$ cat src/rtl/shift_pkg.sv
// Shared mode encodings for the universal shift register.
package shift_pkg;

    localparam int unsigned MODE_W = 3;

    localparam logic [MODE_W-1:0] MODE_HOLD = 3'b000;
    localparam logic [MODE_W-1:0] MODE_SHR  = 3'b001;
    localparam logic [MODE_W-1:0] MODE_SHL  = 3'b010;
    localparam logic [MODE_W-1:0] MODE_ROR  = 3'b011;
    localparam logic [MODE_W-1:0] MODE_ROL  = 3'b100;
    localparam logic [MODE_W-1:0] MODE_LOAD = 3'b101;
    localparam logic [MODE_W-1:0] MODE_SIPO = 3'b110;
    localparam logic [MODE_W-1:0] MODE_ASR  = 3'b111;

endpackage

$ cat src/rtl/sipo_bit_counter.sv
// Counts captured SIPO bits and emits a registered one-cycle pulse when a
// full WIDTH-bit word has been assembled.
module sipo_bit_counter #(
    parameter int unsigned WIDTH = 8
) (
    input  logic                     clk,
    input  logic                     reset,
    input  logic                     inc,
    input  logic                     clr,
    output logic                     wrap,
    output logic [$clog2(WIDTH)-1:0] count
);

    localparam int unsigned   CW   = $clog2(WIDTH);
    localparam logic [CW-1:0] LAST = CW'(WIDTH - 1);

    logic [CW-1:0] count_q, count_d;
    logic          wrap_q, wrap_d;

    // Next count: clear wins, otherwise step and wrap on the last bit.
    always_comb begin
        count_d = count_q;
        wrap_d  = 1'b0;
        if (clr) begin
            count_d = '0;
        end else if (inc) begin
            if (count_q == LAST) begin
                count_d = '0;
                wrap_d  = 1'b1;
            end else begin
                count_d = count_q + CW'(1);
            end
        end
    end

    // Count and wrap pulse registers, cleared asynchronously.
    always_ff @(posedge clk or negedge reset) begin
        if (!reset) begin
            count_q <= '0;
            wrap_q  <= 1'b0;
        end else begin
            count_q <= count_d;
            wrap_q  <= wrap_d;
        end
    end

    assign wrap  = wrap_q;
    assign count = count_q;

endmodule

$ cat src/rtl/shift_reg_universal.sv
// Universal shift register: chunked shifts/rotates, arithmetic shift,
// parallel load and counted single-bit SIPO capture with word-valid strobe.
module shift_reg_universal
    import shift_pkg::*;
#(
    parameter int unsigned WIDTH = 8,
    parameter int unsigned SIN_W = 3
) (
    input  logic              clk,
    input  logic              reset,
    input  logic              en,
    input  logic [MODE_W-1:0] mode,
    input  logic [SIN_W-1:0]  serial_in,
    input  logic [WIDTH-1:0]  parallel_in,
    output logic [WIDTH-1:0]  parallel_out,
    output logic [SIN_W-1:0]  serial_out,
    output logic              word_valid
);

    logic [WIDTH-1:0] q_q, q_d;
    logic [SIN_W-1:0] sout_q, sout_d;
    logic             sipo_inc;
    logic             cnt_clr;
    logic [$clog2(WIDTH)-1:0] unused_bit_cnt;

    // Operation decode; any enabled non-SIPO cycle discards a partial word.
    always_comb begin
        q_d      = q_q;
        sout_d   = sout_q;
        sipo_inc = 1'b0;
        cnt_clr  = 1'b0;
        if (en) begin
            sipo_inc = (mode == MODE_SIPO);
            cnt_clr  = (mode != MODE_SIPO);
            case (mode)
                MODE_HOLD: ;
                MODE_SHR: begin
                    q_d    = {serial_in, q_q[WIDTH-1:SIN_W]};
                    sout_d = q_q[SIN_W-1:0];
                end
                MODE_SHL: begin
                    q_d    = {q_q[WIDTH-1-SIN_W:0], serial_in};
                    sout_d = q_q[WIDTH-1 -: SIN_W];
                end
                MODE_ROR: begin
                    q_d    = {q_q[SIN_W-1:0], q_q[WIDTH-1:SIN_W]};
                    sout_d = q_q[SIN_W-1:0];
                end
                MODE_ROL: begin
                    q_d    = {q_q[WIDTH-1-SIN_W:0], q_q[WIDTH-1 -: SIN_W]};
                    sout_d = q_q[WIDTH-1 -: SIN_W];
                end
                MODE_LOAD: q_d = parallel_in;
                MODE_SIPO: q_d = {q_q[WIDTH-2:0], serial_in[SIN_W-1]};
                MODE_ASR: begin
                    q_d    = {{SIN_W{q_q[WIDTH-1]}}, q_q[WIDTH-1:SIN_W]};
                    sout_d = q_q[SIN_W-1:0];
                end
                default: ;
            endcase
        end
    end

    // Data and serial-out registers, cleared asynchronously.
    always_ff @(posedge clk or negedge reset) begin
        if (!reset) begin
            q_q    <= '0;
            sout_q <= '0;
        end else begin
            q_q    <= q_d;
            sout_q <= sout_d;
        end
    end

    sipo_bit_counter #(
        .WIDTH (WIDTH)
    ) u_cnt (
        .clk   (clk),
        .reset (reset),
        .inc   (sipo_inc),
        .clr   (cnt_clr),
        .wrap  (word_valid),
        .count (unused_bit_cnt)
    );

    assign parallel_out = q_q;
    assign serial_out   = sout_q;

endmodule

$ cat config.mk
export PLATFORM = sky130hd
export DESIGN_NAME = shift_reg_universal
export DESIGN_NICKNAME = d
export VERILOG_FILES = /design/src/rtl/shift_pkg.sv /design/src/rtl/sipo_bit_counter.sv /design/src/rtl/shift_reg_universal.sv
export SDC_FILE = /design/constraint.sdc
export NUM_CORES = 1
export LEC_CHECK = 0
export ABC_AREA = 1
export BUFFER_PORTS_ARGS = -buffer_cell sky130_fd_sc_hd__buf_2
export CORE_ASPECT_RATIO = 1.5
export CORE_MARGIN = 2
export CORE_UTILIZATION = 40
export DETAILED_ROUTE_END_ITERATION = 8
export GPL_ROUTABILITY_DRIVEN = 0
export PLACE_DENSITY = 0.63
export SYNTH_ARGS = -nofsm -noshare
export SYNTH_HDL_FRONTEND = slang
export SYNTH_SLANG_ARGS = --single-unit
$ cat constraint.sdc
create_clock -name clk -period 2.1 [get_ports clk]
set_input_delay 0.42 -clock clk [delete_from_list [all_inputs] [get_ports clk]]
set_output_delay 0.42 -clock clk [all_outputs]
set_load 0.01 [all_outputs]
**Word level (Yosys, flattened, before mapping)**

Cells that the tools add are included.

- Bitwise operators: 1
- Reductions and logical operators: 9
- $add $sub $neg: 1
- Muxes and demuxes: 10
- Equality and inequality tests: 9

Operators with widths:

| cell | number |
|---|---|
| 8-bit case mux with 7 select lines | 1 |
| 3-bit == test (second input constant) | 5 |
| 3-bit two-way mux | 3 |
| 7-bit nonzero test | 1 |
| 3-bit by 2-bit == test with 1-bit output (second input constant) | 2 |
| 3-bit case mux with 2 select lines | 1 |
| 6-bit nonzero test | 1 |
| 1-bit two-way mux | 5 |
| 2-bit AND reduction | 2 |
| 2-bit nonzero test | 2 |
| 3-bit by 1-bit adder with 3-bit output (second input constant) | 1 |
| 3-bit by 1-bit == test with 1-bit output (second input constant) | 1 |
| 3-bit inequality test (second input constant) | 1 |
| 3-bit AND reduction | 1 |
| 3-bit OR reduction | 1 |
| 2-bit OR reduction | 1 |
| 1-bit inverter | 1 |

- Bits of input ports: 17
- Register bits after elaboration: 15
- Word-level logic and storage cells: 35

**Logic depth before layout (Yosys ltp)**

- Depth in word-level cells: 4
- Mapped depth: 9

**Hierarchy**

A second synthesis with hierarchy kept.

- Cells, all modules: 177
- Area, all modules: 1122.3 µm²

Modules (own cells, without submodules):

| module | area each (µm²) | seq. area each (µm²) | cells each | times used |
|---|---|---|---|---|
| shift_reg_universal | 934.6 | 275.3 | 155 | 1 |
| sipo_bit_counter | 187.7 | 100.1 | 22 | 1 |

**Least setup slack after synthesis**

Ideal clock, no wire load.

- Path type: in2reg
- Start: in mode[1]
- End: reg q_q[5] (netlist: parallel_out[5])
- Arrival time: 1.097 ns
- Cell stages on the path: 6
- Buffers on the path: 0
- Library setup time: 0.121 ns
- Path slack: 0.882 ns
- Cell sequence: inv_1 > nand2_1 > or2_2 > nand2_1 > o21bai_1 > nand2_1

- Longest elaborated chain between the ends: 3
- Elaborated cells on any way between the ends: 10
- Classes of those cells: eq/ne (7); mux (1); reduce/logical (2)

Ends and longest elaborated chain:

| what | line | RTL |
|---|---|---|
| start, declared | shift_reg_universal.sv:12 | `input logic [MODE_W-1:0] mode,` |
| 3-bit == test, or another cell as far along | shift_reg_universal.sv:35 | `case (mode)` |
| 7-bit nonzero test (no line) | -- |  |
| 2-bit AND reduction (no line) | -- |  |
| end signal, assigned | shift_reg_universal.sv:70 | `q_q <= q_d;` |
| end, declared | shift_reg_universal.sv:20 | `logic [WIDTH-1:0] q_q, q_d;` |

Several ways; a longest one is shown, not always the timed one.
A chain may end at the register's enable or synchronous reset.

**Final worst setup path**

- Start: reg q_q[6] (netlist: parallel_out[6])
- End: out parallel_out[6]

RTL lines:

| what | line | RTL |
|---|---|---|
| end, declared | shift_reg_universal.sv:15 | `output logic [WIDTH-1:0] parallel_out,` |

No word-level cell between the ends.

==> key figures <==
Placed design
  • Placed Cells: 217
  • Hpwl dp: 2160 um
  • I/O Buffers: 28

Clocking
  • Setup Buffers After CTS: 0
  • Root buf cell: clkbuf_4
  • Hold Buf Count CTS: 0
  • Clk pin slew, worst setup/hold paths: 0.09 ns
  • Htree depth: 1
  • PostCTS Resize Cnt: 0
  • Clk buf depth: 2
  • Worst-Skew Late Latency: 0.28 ns
  • # clock sinks: 15
  • CTS Buf Count: 3
  • CTS tree: done

Setup path
  • CP endpoint kind: primary output
  • Worst endpoint required time: 1.68 ns
  • Slowest cell on the critical path: dfrtp_1
  • Max FO, Critical Path: 6
  • Delay-heaviest family, CP: flip-flops
  • WP data arrival: 0.97 ns
  • Critical path depth in cells: 1
  • CP Cell Sequence: buf_2
  • Critical path buffers and inverters: 1
  • Reg2Reg Depth: 3
  • Setup Crit Path Kind: register to primary output
  • Startpoint Class: register
  • Max stage delay on crit path: 0.51 ns

STA
  • Sum Neg Setup Slack: 0 ns
  • RSZ-0062 raised after global routing: false
  • Tmin final: 1.39 ns
  • Slew Limit Headroom: 77.5%
  • Clock skew: 0.00177 ns
  • Fin crit share: 66.4%
  • Final hold viol count: 0
  • Fin. max-slew vios: 0
  • Hold slack final: 0.0236 ns
  • FMAX: 717 MHz
  • Setup violators final: 0
  • Slew @ Worst Pin: 0.338 ns

Final layout
  • Number of fill cells: 281
  • Fin nets: 217
  • Ant diodes: 0
  • Register area: 375 um^2
  • Syn-to-layout area delta: 16.4%
  • Finished Layout Cells: 221
  • Final Util: 49.9%
  • Multi-input logic area: 617 um^2
  • Share of layout cells above drive strength 1: 20.3%

Routing
  • Final wirelength: 2780 um
  • DR vias: 1161
  • DR iter-0 viols: 29
  • Routed vias/inst: 5.25
  • DRT antenna net count: 0
  • Pre-antenna DRT Iters: 4
  • DR DRC count: 0
  • Average wire per standard cell: 12.6 um

GRT
  • First-pass GRT wire length: 4650 um
  • Total gr overflow: 0
  • Initial antenna violation count: 0
  • Global Route Usage Sum: 20.4%
  • Largest net degree at the start of global routing: 16
  • Vias in the first global route: 1080

Synthesis
  • Seq cells post-synth: 15
  • Gate Count Post-Synth: 168
  • Syn_nets: 187
  • Register area share after synthesis: 35.3%
  • Syn Area/Cell: 6.33 um^2
  • Synth top area share: 35.3%
  • Yosys cell types: 19
  • Synth area leader: dfrtp_1
  • Synth warnings: 0
  • Largest cells by area after synthesis: dfrtp_1 (35%), nand2_1 (27%), nor2_1 (8.1%), nand4_1 (4.7%), nand3_1 (4.2%)
  • Post-Syn Area: 1060 um^2

Die
  • Full die area: 3100 um^2
  • Starting Density: 42.9%
  • Die Wd: 46.1 um
  • Row count: 22
  • Num ports: 29
  • Core area: 2480 um^2
  • Die H: 67.2 um

Run
  • Max cap viols: 0

Min path
  • Min-delay worst type: primary input to async pin

Power
  • Total power: 790 uW
  • Pwr per Cell Area: 638 nW/um^2
  • P_leak: 0.733 nW
  • VDD IR max: 0.000218 V

Status
  • Status: finished, final reports clean
==> cells by family after synthesis <==
group,synth area share [%]
flops,35.3
fa+ha+maj,2.35
simple gates,48.7
compound gates,6.94
buf+inv,6.71
==> layer usage <==
layer / global-route usage, % / part of all wire, %
met1: 24.9 / 43
met2: 34.9 / 51
met3: 1.87 / 3.4
met4: 9.64 / 2.7
met5: 0 / 0
==> power by group <==
part           total [mW]  leakage, nW  switching (mW)  internal, mW
combinational       0.230        0.529           0.140        0.0907
sequential          0.394        0.189          0.0642         0.330
clock               0.165       0.0150          0.0915        0.0737
total               0.790        0.733           0.295         0.494
==> final cells by class <==
| type | count | area share (%) |
|---|---|---|
| clock buffers | 4 | 2.12 |
| well taps | 24 | 2.43 |
| multi-input cells | 137 | 49.8 |
| repair buffers | 28 | 11.3 |
| inverters | 13 | 3.94 |
| flip-flops and latches | 15 | 30.3 |
==> path summary, 6_finish.rpt <==
| check | startpoint | endpoint | slack (ns) |
|---|---|---|---|
| max | parallel_out[6] | parallel_out[6] | 0.71 |
| min | reset | u_cnt.count[2] | 0.02 |
| max reg2reg | u_cnt.count[0] | u_cnt.count[0] | 0.95 |
| min reg2reg | serial_out[2] | serial_out[2] | 0.48 |
| max in group asynchronous | reset | parallel_out[5] | 1.82 |
| min in group clk | en | u_cnt.count[2] | 0.46 |
==> cell usage in the layout (no fill, tap or decap), drive strengths merged <==
| cell | Yosys | layout |
|---|---|---|
| nand3 | 9 | 9 |
| a21oi | 6 | 6 |
| nor3 | 1 | 1 |
| or2 | 3 | 3 |
| nor2 | 24 | 24 |
| clkbuf | 0 | 4 |
| o21ai | 2 | 2 |
| ha | 2 | 2 |
| o31ai | 1 | 1 |
| buf | 3 | 28 |
| inv | 13 | 13 |
| nand2 | 79 | 79 |
| nand4 | 8 | 8 |
| o21bai | 2 | 2 |
| dfrtp | 15 | 15 |
==> Yosys cell counts, drive strengths merged <==
cell / number
nand2: 79
nand3: 9
nand4: 8
dfrtp: 15
nor2: 24
ha: 2
o21bai: 2
buf: 3
or2: 3
inv: 13
o21ai: 2
nor3: 1
o31ai: 1
a21oi: 6
==> metrics by stage <==
stage | instance area (um^2) | worst slack (ns)
after global placement | 1210 | 0.574
final | 1240 | 0.705
after CTS | 1240 | 0.711
after global routing | 1240 | 0.653
after floorplan | 1060 | 0.882
after detailed placement | 1210 | 0.545
==> state kept, by name, indices dropped and copies added (netlist names) <==
signal	flops
parallel_out	8
serial_out	3
u_cnt.count	3
u_cnt.wrap	1
No activity file was read; power rests on OpenSTA's default activity.
